### config.mk
export PLATFORM = sky130hd
export DESIGN_NAME = alu_share_arb
export DESIGN_NICKNAME = d
export VERILOG_FILES = /design/src/rtl/alu_pkg.sv /design/src/rtl/alu_arb_pick.sv /design/src/rtl/alu_share_arb.sv
export SDC_FILE = /design/constraint.sdc
export NUM_CORES = 1
export LEC_CHECK = 0
export CORE_AREA = 2 2 117 119
export CTS_CLUSTER_DIAMETER = 50
export DETAILED_ROUTE_END_ITERATION = 8
export DIE_AREA = 0 0 119 121
export HOLD_SLACK_MARGIN = 0.12
export PLACE_DENSITY = 0.76
export SLEW_MARGIN = 10
export SYNTH_ARGS = -nofsm -noshare
export SYNTH_HDL_FRONTEND = slang
export SYNTH_SLANG_ARGS = --single-unit
### constraint.sdc
create_clock -name clk -period 4.4 [get_ports clk]
set_input_delay 0.44 -clock clk [delete_from_list [all_inputs] [get_ports clk]]
set_output_delay 0.44 -clock clk [all_outputs]
set_load 0.02 [all_outputs]
### src/rtl/alu_pkg.sv
// Shared definitions for the shared-ALU arbiter: EXE_CMD encodings,
// NZCV bit positions, command classification and the arbiter state type.
package alu_pkg;

  localparam logic [3:0] CMD_MOV = 4'b0001;
  localparam logic [3:0] CMD_MVN = 4'b1001;
  localparam logic [3:0] CMD_ADD = 4'b0010;
  localparam logic [3:0] CMD_ADC = 4'b0011;
  localparam logic [3:0] CMD_SUB = 4'b0100;
  localparam logic [3:0] CMD_SBC = 4'b0101;
  localparam logic [3:0] CMD_AND = 4'b0110;
  localparam logic [3:0] CMD_ORR = 4'b0111;
  localparam logic [3:0] CMD_EOR = 4'b1000;

  // Status register layout is {N,Z,C,V}
  localparam int SR_N = 3;
  localparam int SR_Z = 2;
  localparam int SR_C = 1;
  localparam int SR_V = 0;

  typedef enum logic {
    ARB_NORMAL = 1'b0,
    ARB_FAVOR1 = 1'b1
  } arb_state_t;

  // Arithmetic ops produce all four flags
  function automatic logic is_arith(input logic [3:0] cmd);
    return (cmd == CMD_ADD) || (cmd == CMD_ADC) ||
           (cmd == CMD_SUB) || (cmd == CMD_SBC);
  endfunction

  // Logic/move ops only produce meaningful N and Z
  function automatic logic is_logic(input logic [3:0] cmd);
    return (cmd == CMD_MOV) || (cmd == CMD_MVN) || (cmd == CMD_AND) ||
           (cmd == CMD_ORR) || (cmd == CMD_EOR);
  endfunction

  function automatic logic is_supported(input logic [3:0] cmd);
    return is_arith(cmd) || is_logic(cmd);
  endfunction

endpackage

### src/rtl/alu_arb_pick.sv
// Winner selection between the EXE-stage port (0) and the auxiliary port (1),
// with a starvation counter that forces port 1 to win after STARVE_LIMIT
// consecutive lost arbitration cycles.
//
//   state      | meaning
//   -----------+-------------------------------------------------------
//   ARB_NORMAL | port 0 has priority; port 1 wins only when port 0 idle
//   ARB_FAVOR1 | port 1 starved; it wins whenever it is valid
module alu_arb_pick
  import alu_pkg::*;
#(
  parameter int STARVE_LIMIT = 4
) (
  input  logic clk,
  input  logic rst_n,
  input  logic i_can_accept,
  input  logic i_p0_valid,
  input  logic i_p1_valid,
  output logic o_win_valid,
  output logic o_win_sel
);

  localparam int CNT_W = $clog2(STARVE_LIMIT + 1);
  localparam logic [CNT_W-1:0] LIMIT    = CNT_W'(STARVE_LIMIT);
  localparam logic [CNT_W-1:0] LIMIT_M1 = CNT_W'(STARVE_LIMIT - 1);

  arb_state_t       r_state;
  logic [CNT_W-1:0] r_cnt;
  logic             w_sel;
  logic             w_p1_lost;
  logic             w_p1_hs;

  // Port 1 wins when it is alone or when it is being favoured
  always_comb begin
    w_sel     = i_p1_valid && (!i_p0_valid || (r_state == ARB_FAVOR1));
    w_p1_lost = i_can_accept && i_p1_valid && !w_sel;
    w_p1_hs   = i_can_accept && i_p1_valid && w_sel;
  end

  assign o_win_valid = i_p0_valid || i_p1_valid;
  assign o_win_sel   = w_sel;

  // Starvation counter and NORMAL/FAVOR1 state; both hold under backpressure
  always_ff @(posedge clk or negedge rst_n) begin
    if (!rst_n) begin
      r_state <= ARB_NORMAL;
      r_cnt   <= '0;
    end else if (w_p1_hs) begin
      r_state <= ARB_NORMAL;
      r_cnt   <= '0;
    end else if (w_p1_lost) begin
      if (r_cnt != LIMIT) r_cnt <= r_cnt + 1'b1;
      if (r_cnt >= LIMIT_M1) r_state <= ARB_FAVOR1;
    end
  end

endmodule

### src/rtl/alu_share_arb.sv
// Shares one combinational ALU between two requesters: operand mux towards
// the ALU, a single-entry result register behind valid/ready, and the
// architectural NZCV status register that feeds the ALU carry-in.
module alu_share_arb
  import alu_pkg::*;
#(
  parameter int STARVE_LIMIT = 4,
  parameter int TAG_W        = 4
) (
  input  logic             clk,
  input  logic             rst_n,
  input  logic             p0_valid,
  output logic             p0_ready,
  input  logic [31:0]      p0_a,
  input  logic [31:0]      p0_b,
  input  logic [3:0]       p0_cmd,
  input  logic             p0_s,
  input  logic [TAG_W-1:0] p0_tag,
  input  logic             p1_valid,
  output logic             p1_ready,
  input  logic [31:0]      p1_a,
  input  logic [31:0]      p1_b,
  input  logic [3:0]       p1_cmd,
  input  logic             p1_s,
  input  logic [TAG_W-1:0] p1_tag,
  output logic [31:0]      alu_a,
  output logic [31:0]      alu_b,
  output logic [3:0]       alu_cmd,
  output logic             alu_cin,
  input  logic [31:0]      alu_w,
  input  logic [3:0]       alu_sr,
  output logic             res_valid,
  input  logic             res_ready,
  output logic [31:0]      res_w,
  output logic             res_src,
  output logic [TAG_W-1:0] res_tag,
  output logic [3:0]       sr
);

  logic             w_can_accept;
  logic             w_win_valid;
  logic             w_win_sel;
  logic             w_hs;
  logic [31:0]      w_a;
  logic [31:0]      w_b;
  logic [3:0]       w_cmd;
  logic             w_s;
  logic [TAG_W-1:0] w_tag;

  logic             r_res_valid;
  logic [31:0]      r_res_w;
  logic             r_res_src;
  logic [TAG_W-1:0] r_res_tag;
  logic [3:0]       r_sr;

  assign w_can_accept = !r_res_valid || res_ready;

  alu_arb_pick #(
    .STARVE_LIMIT (STARVE_LIMIT)
  ) u_pick (
    .clk          (clk),
    .rst_n        (rst_n),
    .i_can_accept (w_can_accept),
    .i_p0_valid   (p0_valid),
    .i_p1_valid   (p1_valid),
    .o_win_valid  (w_win_valid),
    .o_win_sel    (w_win_sel)
  );

  // Route the winning request to the ALU; an idle ALU sees all-zero inputs
  always_comb begin
    w_a   = '0;
    w_b   = '0;
    w_cmd = '0;
    w_s   = 1'b0;
    w_tag = '0;
    if (w_win_valid) begin
      if (w_win_sel) begin
        w_a   = p1_a;
        w_b   = p1_b;
        w_cmd = p1_cmd;
        w_s   = p1_s;
        w_tag = p1_tag;
      end else begin
        w_a   = p0_a;
        w_b   = p0_b;
        w_cmd = p0_cmd;
        w_s   = p0_s;
        w_tag = p0_tag;
      end
    end
  end

  // Readies are forced low while reset is asserted so nothing is consumed
  assign p0_ready = rst_n && w_can_accept && p0_valid && !w_win_sel;
  assign p1_ready = rst_n && w_can_accept && p1_valid && w_win_sel;
  assign w_hs     = p0_ready || p1_ready;

  assign alu_a   = w_a;
  assign alu_b   = w_b;
  assign alu_cmd = w_cmd;
  assign alu_cin = r_sr[SR_C];

  // Result register: a push overwrites any result popped in the same cycle
  always_ff @(posedge clk or negedge rst_n) begin
    if (!rst_n) begin
      r_res_valid <= 1'b0;
      r_res_w     <= '0;
      r_res_src   <= 1'b0;
      r_res_tag   <= '0;
    end else if (w_hs) begin
      r_res_valid <= 1'b1;
      r_res_w     <= is_supported(w_cmd) ? alu_w : '0;
      r_res_src   <= w_win_sel;
      r_res_tag   <= w_tag;
    end else if (r_res_valid && res_ready) begin
      r_res_valid <= 1'b0;
    end
  end

  // Status register: logic ops keep C and V, unsupported ops leave it alone
  always_ff @(posedge clk or negedge rst_n) begin
    if (!rst_n) begin
      r_sr <= '0;
    end else if (w_hs && w_s) begin
      if (is_arith(w_cmd)) begin
        r_sr <= alu_sr;
      end else if (is_logic(w_cmd)) begin
        r_sr <= {alu_sr[SR_N], alu_sr[SR_Z], r_sr[SR_C], r_sr[SR_V]};
      end
    end
  end

  assign res_valid = r_res_valid;
  assign res_w     = r_res_w;
  assign res_src   = r_res_src;
  assign res_tag   = r_res_tag;
  assign sr        = r_sr;

endmodule

# Word-level counts from Yosys, hierarchy flattened
# Index checks and enable logic that the tools add are counted.
[word_totals]
latchBits = 0
out_inout_bits = 113
regBits = 46
ram_bits = 0
inputBits = 187
mem_count = 0
romBits = 0
[classes]
n_div = 0
n_reduce_logical = 35
mul = 0
mux = 21
n_eq_ne = 10
n_lt_le_gt_ge = 1
n_addsub = 1
shift = 0
bitwise_logic = 0
[op_table]
columns = ["operator", "n"]
rows = [
  ["$mux 32", 5],
  ["$mux 4", 6],
  ["$eq 4x3->1 const B", 4],
  ["$logic_or 1x1->1", 12],
  ["$logic_and 1x1->1", 11],
  ["$reduce_bool 2->1", 5],
  ["$mux 3", 3],
  ["$eq 4x2->1 const B", 2],
  ["$eq 4x4->1 const B", 2],
  ["$reduce_and 2->1", 4],
  ["$mux 1", 7],
  ["$eq 4x1->1 const B", 1],
  ["$add 3x1->3 const B", 1],
  ["$ge 3x2->1 const B", 1],
  ["$logic_not 1->1", 3],
  ["$ne 3x3->1 const B", 1],
]

# Logic depth before layout (Yosys ltp)
# Gate-level depths: netlist of the first run.
[depth]
word_depth = 12
mapped_depth = 7
ltp_nobuf = 6

# Hierarchy
# From an unflattened synthesis of the first run, not the netlist that was laid out.
[unflattened]
hier_cells = 301
hier_area_um2 = 2946.6
[modules_own_cells]
columns = ["mod", "n_inst", "cells_each", "area_per_inst_um2", "seq_area_each_um2"]
rows = [
  ["alu_share_arb", 1, 276, 2685.1, 1051.0],
  ["alu_arb_pick", 1, 25, 261.5, 100.1],
]

# Least setup slack after synthesis of the first run
# No wires, ideal clock.
[synth_timing]
kind = "reg-to-output"
startpoint = "register u_pick.r_state"
endpoint = "output alu_b[21]"
path_stages_with_launch = 8
n_path_buf = 3
arrival_time_ns = 1.729
path_slack_ns = 2.231
required_ns = 3.960
path_cell_list = "dfrtp_1 nand2b_1 buf_2 nand2_1 buf_1 clkbuf_1 nand3_1 nand2_1"
[synth_via]
elab_chain_cells = 4
[synth_lines]
columns = ["element", "line_no", "source"]
rows = [
  ["from (decl)", "alu_arb_pick.sv:27", "arb_state_t r_state;"],
  ["from (signal assigned)", "alu_arb_pick.sv:46", "r_state <= ARB_NORMAL;"],
  ["from (signal assigned)", "alu_arb_pick.sv:49", "r_state <= ARB_NORMAL;"],
  ["from (signal assigned)", "alu_arb_pick.sv:53", "if (r_cnt >= LIMIT_M1) r_state <= ARB_FAVOR1;"],
  ["$logic_or 1x1->1", "alu_arb_pick.sv:35", "w_sel = i_p1_valid && (!i_p0_valid || (r_state == ARB_FAVOR1));"],
  ["$logic_and 1x1->1", "alu_arb_pick.sv:35", ""],
  ["$mux 32", "alu_share_arb.sv:78", "if (w_win_sel) begin"],
  ["$mux 32", "alu_share_arb.sv:77", "if (w_win_valid) begin"],
  ["to (decl)", "alu_share_arb.sv:27", "output logic [31:0] alu_b,"],
]
# No other way between the ends.

# Final worst setup path of the first run
[layout_timing]
startpoint = "input p1_valid"
endpoint = "output alu_a[12]"
[layout_via]
elab_chain_cells = 3
[layout_lines]
columns = ["element", "line_no", "source"]
rows = [
  ["from (decl)", "alu_share_arb.sv:19", "input logic p1_valid,"],
  ["$logic_and 1x1->1", "alu_arb_pick.sv:35", ""],
  ["$mux 32", "alu_share_arb.sv:78", ""],
  ["$mux 32 (*)", "alu_share_arb.sv:77", ""],
  ["to (decl)", "alu_share_arb.sv:26", "output logic [31:0] alu_a,"],
]
# Every way passes the cells marked *; elsewhere a longest branch is shown, timed or not.

==> results of run 1 <==
## per-stage QoR
step | hold WS [ns] | instance area (µm²)
2_1_floorplan | 0.144 | 2780
3_3_place_gp | 0.461 | 5950
3_5_place_dp | 0.471 | 5950
4_1_cts | 0.200 | 6090
5_1_grt | 0.234 | 6090
6_report | 0.176 | 6090
## placed cells by master, fill, tap and decap left out, types with 3 or more instances in the layout
cell             instances
clkdlybuf4s50_1        297
clkbuf_16                5
buf_4                   11
a22o_1                  32
a32o_1                   5
mux2i_1                  4
nand3_1                 66
inv_1                    4
dfrtp_1                 46
nand2_1                139
o21ai_0                  7
ha_1                     3
## power by group
group          total (W)  internal [W]  switching [W]  leakage, nW
sequential      0.000591      0.000525      0.0000653        0.585
combinational    0.00113      0.000588       0.000541         2.03
clock           0.000362      0.000211       0.000152       0.0708
total            0.00208       0.00132       0.000758         2.69
## path summary, 6_finish.rpt
| kind | startpoint | end | slack (ns) | cells after the start |
|---|---|---|---|---|
| setup / recovery | p1_valid | alu_a[12] | 0.94 | 7 |
| hold / removal | rst_n | res_w[11] | 0.18 | 1 |
| setup reg to reg | u_pick.r_state | res_w[22] | 1.93 | 5 |
| hold reg to reg | res_tag[0] | res_tag[0] | 0.48 | 2 |
| max in group asynchronous | rst_n | u_pick.r_cnt[0] | 3.52 | 2 |
| min in group clk | res_tag[0] | res_tag[0] | 0.48 | 2 |
## final cells by class
type	instances	area (µm²)	share of cell area
Clock buffer	6	129	0.0211
Clock inverter	2	13.8	0.00226
Inverter	4	15.0	0.00246
Multi-Input combinational cell	282	1500	0.246
Sequential cell	46	1150	0.189
Tap cell	176	220	0.0361
Timing Repair Buffer	310	3070	0.503
## state kept, by name, summed over array words and instances (netlist names)
name	count
res_src	1
res_valid	1
res_tag	4
sr	4
u_pick.r_state	1
u_pick.r_cnt	3
res_w	32
## cells by family after synthesis
logic type / synth area share
AO/OA/AOI/OAI: 0.154
buffers and inverters: 0.0509
multiplexers: 0.0306
AND/OR/NAND/NOR: 0.333
adder cells (fa/ha/maj): 0.0135
XOR/XNOR: 0.00316
flip-flops: 0.415
## layer usage
layer | track usage | up-vias | routed length [µm]
met1 | 0.176 | 1691 | 4660
met2 | 0.277 | 194 | 6060
li1 | - | 1814 | -
met3 | 0.0399 | 19 | 939
met4 | 0.0350 | 0 | 208
met5 | 0 | - | 0
==> impl_metrics.env, run 1 <==
export IMPL_ant_nets=0
export IMPL_fmax_mhz=289
export IMPL_insertion_delay_ns=0.28
export IMPL_cts_buffers=5
export IMPL_worst_pin_slew_ns=1.14
export IMPL_post_cts_resized=0
export IMPL_skew_ns=0.00999
export IMPL_detail_route_first_pass_iterations=5
export IMPL_synthCells=363
export IMPL_placed_cells=818
export IMPL_hold_path_class="in2async"
export IMPL_grt_use_total=0.151
export IMPL_synth_top_area_share=0.415
export IMPL_die_h_um=121
export IMPL_vias_per_cell=4.50
export IMPL_cts_hold_buf=0
export IMPL_cpLargestDelayFamily="buffers and inverters"
export IMPL_rsz0062_at_grt="false"
export IMPL_slowest_delay_ns=0.70
export IMPL_power_density_nw_per_um2=342
export IMPL_ctsLongestPathBuffers=2
export IMPL_cts_tree="built"
export IMPL_synth_most_common_cell="nand2_1"
export IMPL_critPathBufInv=4
export IMPL_p_total_w=0.00208
export IMPL_htreeDepth=2
export IMPL_yosysWarningCount=0
export IMPL_hpwl_um=9580
export IMPL_antenna_found_initial=0
export IMPL_finalSetupTns_ns=0
export IMPL_ys_seq_area_frac=0.415
export IMPL_grt_max_degree=66
export IMPL_routed_wl_um=11900
export IMPL_critPathKind="in2out"
export IMPL_design_core_area_um2=13100
export IMPL_drv_cap=0
export IMPL_cts_root_buffer="clkbuf_16"
export IMPL_place_congestion=0.796
export IMPL_io_buffers=299
export IMPL_setup_viol=0
export IMPL_grt_pass1_wl_um=17800
export IMPL_postSynth_asyncResetShare=1.00
export IMPL_synth_flop_cell="dfrtp_1"
export IMPL_fin_util=0.466
export IMPL_syn_nets=553
export IMPL_period_minus_slack_ns=3.46
export IMPL_path_cells="clkdlybuf4s50_1 > inv_1 > nor2_4 > buf_4 > nand2_1 > nand2_1 > clkdlybuf4s50_1"
export IMPL_final_hold_violation_count=0
export IMPL_dr_total_vias=3718
export IMPL_stdcell_count=826
export IMPL_drtIter0Drc=161
export IMPL_timing_final_max_slew_violations=0
export IMPL_synth_common_cells="140 x nand2_1, 66 x nand3_1, 46 x dfrtp_1"
export IMPL_ir_worst_vdd_mv=0.186
export IMPL_start_util=0.212
export IMPL_cp_arrival_ns=3.02
export IMPL_grt_pass1_vias=3568
export IMPL_antenna_cells=0
export IMPL_setup_ws_ns=0.940
export IMPL_clkTransAtPathRegs_ns=0.06
export IMPL_crit_path_end_kind="output pin"
export IMPL_timing_final_crit_share=0.786
export IMPL_yosysTopAreaCell="dfrtp_1"
export IMPL_status="finished clean"
export IMPL_synth_cell_types=31
export IMPL_startpoint_type="primary input"
export IMPL_overflow=0
export IMPL_die_area_um2=14400
export IMPL_num_io_pins=300
export IMPL_num_rows=42
export IMPL_post_cts_buffers=0
export IMPL_synth_area_leaders="dfrtp_1 41%, nand2_1 19%, nand3_1 12%"
export IMPL_pre_cts_ws_ns=0.949
export IMPL_die_x_um=119
export IMPL_fillers=1192
export IMPL_cts_num_sinks=46
export IMPL_wl_per_cell_um=14.4
export IMPL_drc_errors=0
export IMPL_layout_drive_gt1_share=0.0385
export IMPL_crit_slowest_cell="clkdlybuf4s50_1"
export IMPL_max_slew_margin_rel=0.239
export IMPL_leakage_nw=2.69
export IMPL_fin_nets=839
export IMPL_path_max_fanout=28
export IMPL_synth_edff_count=0
export IMPL_areaGrowthSynthToFinish_pct=120
export IMPL_avgSynthCellArea_um2=7.65
export IMPL_netlist_area_um2=2780
export IMPL_cp_required_ns=3.96
export IMPL_ys_ff_latch=46
Power figures use the tool's default switching activity.
==> run 2: changes to the inputs <==
==> constraint.sdc (replaced) <==
create_clock -name clk -period 3.3 [get_ports clk]
set_input_delay 0.33 -clock clk [delete_from_list [all_inputs] [get_ports clk]]
set_output_delay 0.33 -clock clk [all_outputs]
set_load 0.02 [all_outputs]
==> run 2 against run 1 <==
  * Sequential share of layout area hardly changed
  * Non-clock buffer count is 2 lower
  * Worst setup slack worse by 0.50 ns
  * Largest cell class unchanged
  * Largest power group unchanged
==> impl_metrics.env, run 2 (synthesis results as in run 1) <==
export IMPL_power_density_nw_per_um2=456
export IMPL_design_core_area_um2=13100
export IMPL_ir_worst_vdd_mv=0.335
export IMPL_clkPwrFrac=0.177
export IMPL_fin_nets=837
export IMPL_grt_pass1_vias=3598
export IMPL_dr_total_vias=3665
export IMPL_intPower_w=0.00177
export IMPL_drtIter0Drc=177
export IMPL_die_x_um=119
export IMPL_antenna_cells=0
export IMPL_start_util=0.212
export IMPL_largest_reg_flops=32
export IMPL_grt_use_total=0.158
export IMPL_crit_path_end_kind="output pin"
export IMPL_path_max_fanout=60
export IMPL_overflow=0
export IMPL_cts_root_buffer="clkbuf_16"
export IMPL_io_buffers=299
export IMPL_grt_pass1_wl_um=18500
export IMPL_die_area_um2=14400
export IMPL_cts_hold_buf=1
export IMPL_slowest_delay_ns=0.63
export IMPL_cts_buffers=5
export IMPL_num_rows=42
export IMPL_fillers=1228
export IMPL_hpwl_um=9780
export IMPL_place_congestion=0.775
export IMPL_layout_common_cells="297 x clkdlybuf4s50_1, 139 x nand2_1, 66 x nand3_1, 46 x dfrtp_1, 32 x a22o_1"
export IMPL_p_seq_frac=0.284
export IMPL_ant_nets=0
export IMPL_cpMostUsedCell="clkdlybuf4s50_1"
export IMPL_ctsLongestPathBuffers=2
export IMPL_startpoint_type="primary input"
export IMPL_skew_ns=0.00514
export IMPL_whs_ns=0.485
export IMPL_wl_per_cell_um=14.7
export IMPL_finalSetupTns_ns=0
export IMPL_post_cts_buffers=0
export IMPL_critPathKind="in2out"
export IMPL_leakage_nw=2.69
export IMPL_switchingPower_w=0.00102
export IMPL_cp_arrival_ns=2.53
export IMPL_period_minus_slack_ns=2.86
export IMPL_crit_slowest_cell="clkdlybuf4s50_1"
export IMPL_layout_commonest_cell="clkdlybuf4s50_1"
export IMPL_timing_final_crit_share=0.867
export IMPL_path_cells="clkdlybuf4s50_1 > nand2_2 > buf_12 > nand3_1 > nand2_1 > clkdlybuf4s50_1"
export IMPL_antenna_found_initial=0
export IMPL_insertion_delay_ns=0.28
export IMPL_p_comb_frac=0.539
export IMPL_cpLargestDelayFamily="buffers and inverters"
export IMPL_critPathBufInv=3
export IMPL_drc_errors=0
export IMPL_clkTransAtPathRegs_ns=0.06
export IMPL_cp_required_ns=2.97
export IMPL_drv_cap=0
export IMPL_rsz0062_at_grt="false"
export IMPL_setup_viol=0
export IMPL_grt_max_degree=66
export IMPL_num_io_pins=300
export IMPL_hold_path_class="reg2reg"
export IMPL_p_total_w=0.00279
export IMPL_cts_tree="built"
export IMPL_switching_share=0.366
export IMPL_routed_wl_um=12100
export IMPL_max_slew_margin_rel=0.596
export IMPL_timing_final_max_slew_violations=0
export IMPL_status="finished clean"
export IMPL_die_h_um=121
export IMPL_vias_per_cell=4.45
export IMPL_detail_route_first_pass_iterations=6
export IMPL_post_cts_resized=0
export IMPL_rrSetupSlack_ns=0.96
export IMPL_worst_pin_slew_ns=0.600
export IMPL_cts_num_sinks=46
export IMPL_areaGrowthSynthToFinish_pct=120
export IMPL_fmax_mhz=350
export IMPL_htreeDepth=2
export IMPL_final_hold_violation_count=0
export IMPL_layout_drive_gt1_share=0.0355
## run 2: cell types whose count changed in the layout (fill, tap and decap cells not counted), sizes merged
cell | before | now
buf | 13 | 10
inv | 4 | 5
clkbuf | 6 | 5
dlygate4sd3 | 0 | 1
## run 2: final timing paths
check,cells past startpoint,to,startpoint
min,2,res_tag[0],res_tag[0]
max in group asynchronous,3,res_valid,rst_n
min reg2reg,2,res_tag[0],res_tag[0]
min in group asynchronous,3,res_w[27],rst_n
max,6,alu_b[12],p1_valid
max reg2reg,5,sr[2],u_pick.r_state
## run 2: stage by stage
stage               cell area, µm²  cells   util  setup slack, ns
floorplan                     2780    363      -             1.24
global placement              5950    815  0.455            0.453
detailed placement            5950    815  0.455            0.423
CTS                           6110    824  0.467            0.423
global route                  6110    824  0.467            0.296
finish                        6110    824  0.467            0.440
## run 2: power by group through the flow
stage	sequential, W	combinational [W]	clock, W
CTS	0.000792	0.00152	0.000515
finish	0.000790	0.00150	0.000493
floorplan	0.000930	0.000558	0
global route	0.000810	0.00160	0.000538
global placement	0.000795	0.00149	0
detailed placement	0.000795	0.00151	0
## run 2: worst register-to-register path, delay by kind of cell, from the launching register on
| kind | cells | cell delay, ns |
|---|---|---|
| AND/OR/NAND/NOR | 3 | 1.11 |
| flip-flops | 1 | 0.41 |
| AO/OA/AOI/OAI | 1 | 0.38 |
| multiplexers | 1 | 0.32 |
## run 2: area by class of cell
cell class                      instances  area [µm²]  area share
Timing Repair Buffer                  308        3080       0.504
Multi-Input combinational cell        282        1500       0.246
Sequential cell                        46        1150       0.188
Tap cell                              176         220      0.0361
Clock buffer                            5         125      0.0205
Clock inverter                          3        18.8     0.00307
Inverter                                4        15.0     0.00246
## run 2: metal layers
layer / track usage / up-vias / share of wire
li1: - / 1808 / -
met1: 0.182 / 1647 / 0.38
met2: 0.292 / 190 / 0.52
met3: 0.0390 / 20 / 0.077
met4: 0.0402 / 0 / 0.018
met5: 0 / - / 0
==> run 3: changes to the inputs <==
--- a/config.mk
+++ b/config.mk
@@ -5,6 +5,7 @@
 export SDC_FILE = /design/constraint.sdc
 export NUM_CORES = 1
 export LEC_CHECK = 0
+export CAP_MARGIN = 20
 export CORE_AREA = 2 2 117 119
 export CTS_CLUSTER_DIAMETER = 50
 export DETAILED_ROUTE_END_ITERATION = 8
==> results of run 3 <==
Final layout, timing and power as in run 2 (identical DEF).
